==> src/rtl/axis2fifo.sv <==
// AXI-Stream packet to FIFO-write bridge: buffers one packet of up to PKT_LEN beats, then drains it.
// Optional length checking (len_err output, FLUSH state) is enabled by defining AXIS2FIFO_LEN_CHECK_EN.
module axis2fifo #(
    parameter int DATA_WIDTH = 32,
    parameter int PKT_LEN    = 4
) (
    input  logic                  clk,
    input  logic                  rst,
    input  logic [DATA_WIDTH-1:0] s_axis_tdata,
    input  logic                  s_axis_tvalid,
    output logic                  s_axis_tready,
    input  logic                  s_axis_tlast,
    output logic [DATA_WIDTH-1:0] fifo_wr_data,
    output logic                  fifo_wr_en,
    input  logic                  fifo_full,
    output logic                  pkt_done,
`ifdef AXIS2FIFO_LEN_CHECK_EN
    output logic                  len_err,
`endif
    output logic                  busy
);
    localparam int IW = (PKT_LEN > 1) ? $clog2(PKT_LEN) : 1;

    typedef enum logic [1:0] {
        IDLE, RECV, DRAIN
`ifdef AXIS2FIFO_LEN_CHECK_EN
        , FLUSH
`endif
    } state_t;

    state_t                state;
    logic [DATA_WIDTH-1:0] buffer [PKT_LEN];
    logic [IW-1:0]         wr_idx, rd_idx;
    logic [4:0]            count;
    logic                  accept, store, full_beat, last_wr;
`ifdef AXIS2FIFO_LEN_CHECK_EN
    logic                  long_pkt;
`endif

`ifdef AXIS2FIFO_LEN_CHECK_EN
    assign s_axis_tready = (state == RECV) || (state == FLUSH);
`else
    assign s_axis_tready = (state == RECV);
`endif
    assign busy         = (state != IDLE);
    assign accept       = s_axis_tvalid && s_axis_tready;
    assign store        = accept && (state == RECV);
    assign full_beat    = (count + 5'd1) == 5'(PKT_LEN);
    assign fifo_wr_en   = (state == DRAIN) && !fifo_full;
    assign fifo_wr_data = buffer[rd_idx];
    assign last_wr      = fifo_wr_en && (5'(rd_idx) == (count - 5'd1));

    // Buffer storage is deliberately not reset.
    always_ff @(posedge clk) begin
        if (store)
            buffer[wr_idx] <= s_axis_tdata;
    end

    always_ff @(posedge clk or posedge rst) begin
        if (rst) begin
            state    <= IDLE;
            wr_idx   <= '0;
            rd_idx   <= '0;
            count    <= '0;
            pkt_done <= 1'b0;
`ifdef AXIS2FIFO_LEN_CHECK_EN
            len_err  <= 1'b0;
            long_pkt <= 1'b0;
`endif
        end else begin
            pkt_done <= 1'b0;
`ifdef AXIS2FIFO_LEN_CHECK_EN
            len_err  <= 1'b0;
`endif
            case (state)
                IDLE: begin
                    wr_idx <= '0;
                    rd_idx <= '0;
                    count  <= '0;
`ifdef AXIS2FIFO_LEN_CHECK_EN
                    long_pkt <= 1'b0;
`endif
                    state  <= RECV;
                end
                RECV: begin
                    if (store) begin
                        wr_idx <= wr_idx + 1'b1;
                        count  <= count + 5'd1;
                        if (s_axis_tlast || full_beat)
                            state <= DRAIN;
`ifdef AXIS2FIFO_LEN_CHECK_EN
                        long_pkt <= full_beat && !s_axis_tlast;
`endif
                    end
                end
                DRAIN: begin
                    if (fifo_wr_en) begin
                        rd_idx <= rd_idx + 1'b1;
                        if (last_wr) begin
`ifdef AXIS2FIFO_LEN_CHECK_EN
                            // Long packets report only after the tail is flushed.
                            if (long_pkt) begin
                                state <= FLUSH;
                            end else begin
                                pkt_done <= 1'b1;
                                len_err  <= (count < 5'(PKT_LEN));
                                state    <= IDLE;
                            end
`else
                            pkt_done <= 1'b1;
                            state    <= IDLE;
`endif
                        end
                    end
                end
`ifdef AXIS2FIFO_LEN_CHECK_EN
                FLUSH: begin
                    if (accept && s_axis_tlast) begin
                        pkt_done <= 1'b1;
                        len_err  <= 1'b1;
                        state    <= IDLE;
                    end
                end
`endif
                default: state <= IDLE;
            endcase
        end
    end
endmodule
==> config.mk <==
export PLATFORM = sky130hd
export DESIGN_NAME = axis2fifo
export DESIGN_NICKNAME = d
export VERILOG_FILES = /design/src/rtl/axis2fifo.sv
export SDC_FILE = /design/constraint.sdc
export NUM_CORES = 1
export LEC_CHECK = 0
export BUFFER_PORTS_ARGS = -buffer_cell sky130_fd_sc_hd__buf_2
export CAP_MARGIN = 10
export CORE_ASPECT_RATIO = 1.5
export CORE_MARGIN = 4
export CORE_UTILIZATION = 30
export DETAILED_ROUTE_END_ITERATION = 8
export PLACE_DENSITY = 0.54
export SYNTH_ARGS = -nofsm -noshare
export SYNTH_HDL_FRONTEND = slang
export SYNTH_SLANG_ARGS = --single-unit
==> constraint.sdc <==
create_clock -name clk -period 3 [get_ports clk]
set_clock_uncertainty 0.05 [all_clocks]
set_input_delay 0.15 -clock clk [delete_from_list [all_inputs] [get_ports clk]]
set_output_delay 0.15 -clock clk [all_outputs]
set_load 0.01 [all_outputs]
Yosys cells after proc, flatten, opt, wreduce, memory -nomap -nowiden
Memories as Yosys holds them, arrays and structs flattened.
Cells that the tools add are included.
{"block": "word_totals", "n_memories": 1, "ram_bits": 128, "reg_bits": 12}
{"block": "op_classes", "n_eq_ne": 8, "reduce_logical": 13, "n_mux": 16, "add_sub_neg": 4}
{"memory": "buffer", "depth": 4, "width": 32, "rd": 1, "rd_clocked_by_memory_dff": 0, "write_ports": 1, "line_no": "32", "text": "logic [DATA_WIDTH-1:0] buffer [PKT_LEN];"}
{"op": "two-way mux 2 bit", "n": 6}
{"op": "one-hot mux 5 bit (2 select lines)", "n": 1}
{"op": "one-hot mux 2 bit (2 select lines)", "n": 2}
{"op": "one-hot mux 2 bit (3 select lines)", "n": 1}
{"op": "nonzero test 2 bit", "n": 3}
{"op": "adder 5 x 1 -> 5 bit, second input constant", "n": 1}
{"op": "equality test 2 x 5 -> 1 bit", "n": 1}
{"op": "equality test 5 x 3 -> 1 bit, second input constant", "n": 1}
{"op": "two-way mux 1 bit", "n": 5}
{"op": "two-way mux 5 bit", "n": 1}
{"op": "subtractor 5 x 1 -> 5 bit, second input constant", "n": 1}
{"op": "adder 2 x 1 -> 2 bit, second input constant", "n": 2}
{"op": "logical AND 1 bit", "n": 4}
{"op": "!= test 2 x 1 -> 1 bit, second input constant", "n": 2}
{"op": "!= test 2 bit, second input constant", "n": 2}
{"op": "AND reduction 2 bit", "n": 2}
{"op": "AND reduction 4 bit", "n": 1}
{"op": "equality test 2 x 1 -> 1 bit, second input constant", "n": 1}
{"op": "equality test 2 bit, second input constant", "n": 1}
{"op": "logical NOT 2 bit", "n": 1}
{"op": "logical NOT 1 bit", "n": 1}
{"op": "logical OR 1 bit", "n": 1}

Depth between registers and ports, before layout
{"block": "depth", "depth_word": 6, "ltp_mapped": 7, "ltp_nobuf": 6}

Worst setup path before layout
OpenSTA, ideal clock, no wires.
{"block": "synth_path", "kind": "register to register", "startpoint": "register state[1]", "endpoint": "memory buffer[0][0], enable pin", "t_required_ps": 2558, "period_less_slack_ps": 2191, "slack_ps": 809, "setup_time_ps": 392, "stages_incl_launch_ff": 4, "t_arrival_ps": 1749, "cell_sequence": "dfrtp_1 > and3b_2 > clkbuf_1 > and2_1"}
{"block": "synth_via", "elab_chain_cells": 5}
{"item": "from (decl)", "line_no": "31", "text": "state_t state;"}
{"item": "from (signal assigned)", "line_no": "61", "text": "state <= IDLE;"}
{"item": "from (signal assigned)", "line_no": "83", "text": "state <= RECV;"}
{"item": "from (signal assigned)", "line_no": "90", "text": "state <= DRAIN;"}
{"item": "equality test 2 x 1 -> 1 bit *", "line_no": "43, 47"}
{"item": "logical AND 1 bit", "line_no": "46", "text": "assign accept = s_axis_tvalid && s_axis_tready;"}
{"item": "logical AND 1 bit *", "line_no": "47", "text": "assign store = accept && (state == RECV);"}
{"item": "two-way mux 1 bit *", "line_no": "55", "text": "if (store)"}
{"item": "two-way mux 1 bit (not written as such) *", "line_no": "56", "text": "buffer[wr_idx] <= s_axis_tdata;"}
{"item": "to (decl)", "line_no": "32"}
Mark *: on every way between the ends. The rest lies on a longest branch, timed or not.

Worst setup path in the final report
{"block": "layout_path", "startpoint": "register rd_idx[1]", "endpoint": "output fifo_wr_data[30]"}
{"block": "layout_via", "elab_chain_cells": 1}
{"item": "from (decl)", "line_no": "33", "text": "logic [IW-1:0] wr_idx, rd_idx;"}
{"item": "from (signal assigned)", "line_no": "98", "text": "rd_idx <= rd_idx + 1'b1;"}
{"item": "memory read (4 x 32 bit)"}
{"item": "to (decl)", "line_no": "13", "text": "output logic [DATA_WIDTH-1:0] fifo_wr_data,"}
Every way passes these cells.

==> results.py <==
metrics = {
    "finish": {
        "layout-drive-gt1-share_pct": 40.53,
        "layout.cells.non_filler": 593,
        "synthToLayoutAreaGrowth_pct": 29.91,
        "layout.nets": 410,
        "final_cell_mix": "128 x edfxtp_1, 72 x buf_2, 33 x dlygate4sd3_1, 32 x mux4_2, 17 x clkbuf_16",
        "final_common_cell": "edfxtp_1",
        "n_antenna_cell": 0,
    },
    "route": {
        "dr.first_iter.drc_count": 103,
        "routed_wirelength_mm": 10.33,
        "drt_first_pass_iters": 4,
        "ant_nets": 0,
        "viasPerCell": 4.499,
        "wire_per_inst_microns": 17.42,
        "vias": 2668,
        "drc_errors": 0,
    },
    "timing": {
        "fin_setup_tns_ns": 0,
        "worst_slack_ns": 0.7252,
        "rsz0062_at_grt": "false",
        "period_share_pct": 75.83,
        "fmax_ghz": 0.4396,
        "drv_slew": 0,
        "finalSetupViolations": 0,
        "worst_pin_slew_ns": 0.9056,
        "hold_violations": 0,
        "finalCriticalPeriod_ns": 2.275,
        "relSlewSlack_pct": 39.63,
    },
    "floorplan": {
        "io_pins": 73,
        "floorplan.die.height_microns": 171.0,
        "initial_core_util_pct": 30.62,
        "row_count": 59,
        "die_w_microns": 116.7,
        "dieArea_sq_um": 19950,
        "core_area_sq_um": 17350,
    },
    "worst_setup_path": {
        "setup.worst_path.start_class": "flip-flop",
        "cp_num_cells": 3,
        "cp_max_fo": 24,
        "ff2ff_path_depth": 3,
        "cp_slowest_cell": "dfrtp_2",
        "crit_arrival_ns": 2.07,
        "crit_buf_inv": 2,
        "max_stage_delay_ns": 0.79,
        "crit_chain": "buf_4 > mux4_2 > buf_2",
        "worstPathRequired_ns": 2.80,
        "end_kind": "primary output",
        "critPathKind": "reg2out",
        "crit_family": "flip-flops",
    },
    "global_route": {
        "grt_antenna_before_repair": 0,
        "grt_pass1_vias": 2912,
        "grtUsageTotal_pct": 11.03,
        "grt_max_degree": 33,
        "overflow": 0,
        "grt_pass1_wl_mm": 16.22,
    },
    "synthesis": {
        "ys_ff_latch": 140,
        "synth_top_area_cell": "edfxtp_1",
        "yosysSeqAreaShare_pct": 78.00,
        "synth.distinct_cells": 28,
        "yosysWarnings": 0,
        "syn-instance-count": 244,
        "synth_top_area_share_pct": 72.35,
        "syn-num-nets": 287,
        "synthTopCellsByArea": "edfxtp_1 72%, mux4_2 14%, dfrtp_1 5.7%",
        "netlist_area_sq_um": 5313,
        "avgSynthCellArea_sq_um": 21.77,
    },
    "outcome": {
        "status": "complete, no violations",
    },
    "placed_design": {
        "hpwlAfterDp_mm": 6.784,
        "pre_cts_ws_ns": 0.8667,
        "gp_congestion": 0.7393,
        "port_buffers": 72,
        "dp.cells": 528,
    },
    "clocking": {
        "cts_hold_buf": 33,
        "cts_resized": 0,
        "h-tree-depth": 4,
        "cts_max_path_buffers": 2,
        "postCtsSetupBuffers": 0,
        "cts_sinks": 140,
        "clock_latency_ns": 0.41,
        "cts-root-buf": "clkbuf_16",
        "cts_tree": "yes",
        "numCtsBuffers": 17,
        "clkTransAtPathRegs_ns": 0.06,
    },
    "power_and_ir_drop": {
        "sequentialPowerShare_pct": 42.4,
        "vdd_drop_max_uv": 377.1,
        "p_comb_share_pct": 22.6,
        "netSwitchingFraction_pct": 26.94,
        "powerDensity_nw_per_um2": 862.6,
        "leakagePower_nw": 2.441,
        "p_sw_mw": 1.604,
        "p_clk_share_pct": 35.0,
        "intPower_mw": 4.350,
    },
    "min_path": {
        "min_path_cells": 3,
        "hold_path_class": "in2reg",
    },
    "flow_run": {
        "maxCapViolCount": 0,
    },
}
power groups by stage:
| stage | registers [mW] | clock network (mW) | logic [mW] |
|---|---|---|---|
| floorplan | 2.46 | 0 | 0.924 |
| global placement | 2.56 | 0 | 1.35 |
| detailed placement | 2.57 | 0 | 1.36 |
| CTS | 2.53 | 2.12 | 1.40 |
| global route | 2.56 | 2.21 | 1.49 |
| finish | 2.52 | 2.08 | 1.35 |
through the flow:
| step | instance area (sq um) | utilization [%] | power, mW | hold slack [ns] |
|---|---|---|---|---|
| 3_3_place_gp | 5972 | 34.42 | 3.913 | 0.1399 |
| 4_1_cts | 6902 | 39.78 | 6.053 | 0.006701 |
| 3_5_place_dp | 5972 | 34.42 | 3.934 | 0.1425 |
| 2_1_floorplan | 5313 | - | 3.385 | -0.03530 |
| 5_1_grt | 6902 | 39.78 | 6.261 | 0.03238 |
| 6_report | 6902 | 39.78 | 5.953 | 0.01119 |
flip-flops by register name (all words and copies together) (netlist names):
| register | flops |
|---|---|
| buffer | 128 |
| wr_idx | 2 |
| state | 2 |
| count | 5 |
| pkt_done | 1 |
| rd_idx | 2 |
logic make-up (layout without fill, tap and decap cells):
kind of cell | count (synthesis) | after routing | share of synthesized area [%]
muxes | 35 | 35 | 14.13
adders and majority gates | 6 | 6 | 1.413
and+or+nand+nor | 33 | 33 | 3.438
xor gates and xnor gates | 3 | 3 | 0.4947
AOI/OAI and AO/OA | 10 | 10 | 1.225
DFF | 140 | 140 | 78.00
buffers and inverters | 17 | 153 | 1.295
final timing paths:
path                           start          endpoint  slack [ns]
setup / recovery           rd_idx[1]  fifo_wr_data[30]        0.73
hold / removal             fifo_full         rd_idx[0]        0.01
setup reg to reg            state[1]     buffer[1][27]        0.87
hold reg to reg             count[4]          count[4]        0.47
max in group asynchronous        rst         rd_idx[1]        2.29
min in group asynchronous        rst          pkt_done        0.25
synthesized netlist by cell type (all sizes together):
cell and n:
o211a 1, o31ai 2, nand3 1, o21ai 6, edfxtp 128, nand2 10, inv 7, nor4b 1
dfrtp 12, clkbuf 5, mux2i 3, xor2 1, xnor2 2, o21ba 1, or2 1, nand3b 2
or4 1, mux4 32, and3b 1, nor3 1, and2b 1, ha 6, or3b 1, nand4 2
and2 4, nor2 7, buf 5
worst min-delay path, stage by stage:
cell	delay, ns
buf_2	0.08
or3b_4	0.13
o21ai_0	0.07
layout make-up:
type                    count  area, sq um
clock buffers              17        425.4
flip-flops and latches    140         4146
repair buffers            114        758.2
well taps                 213        266.5
inverters                   7        26.28
fillers                  1549        10450
multi-input cells          87         1105
clock inverters            15        173.9
per-layer routing:
metal	wire [microns]	GRT usage, %
met1	4494	13.93
met5	0	0
met2	5411	18.34
met4	79	3.743
met3	343	2.937
Note: power is estimated with default switching activity, not from simulation.
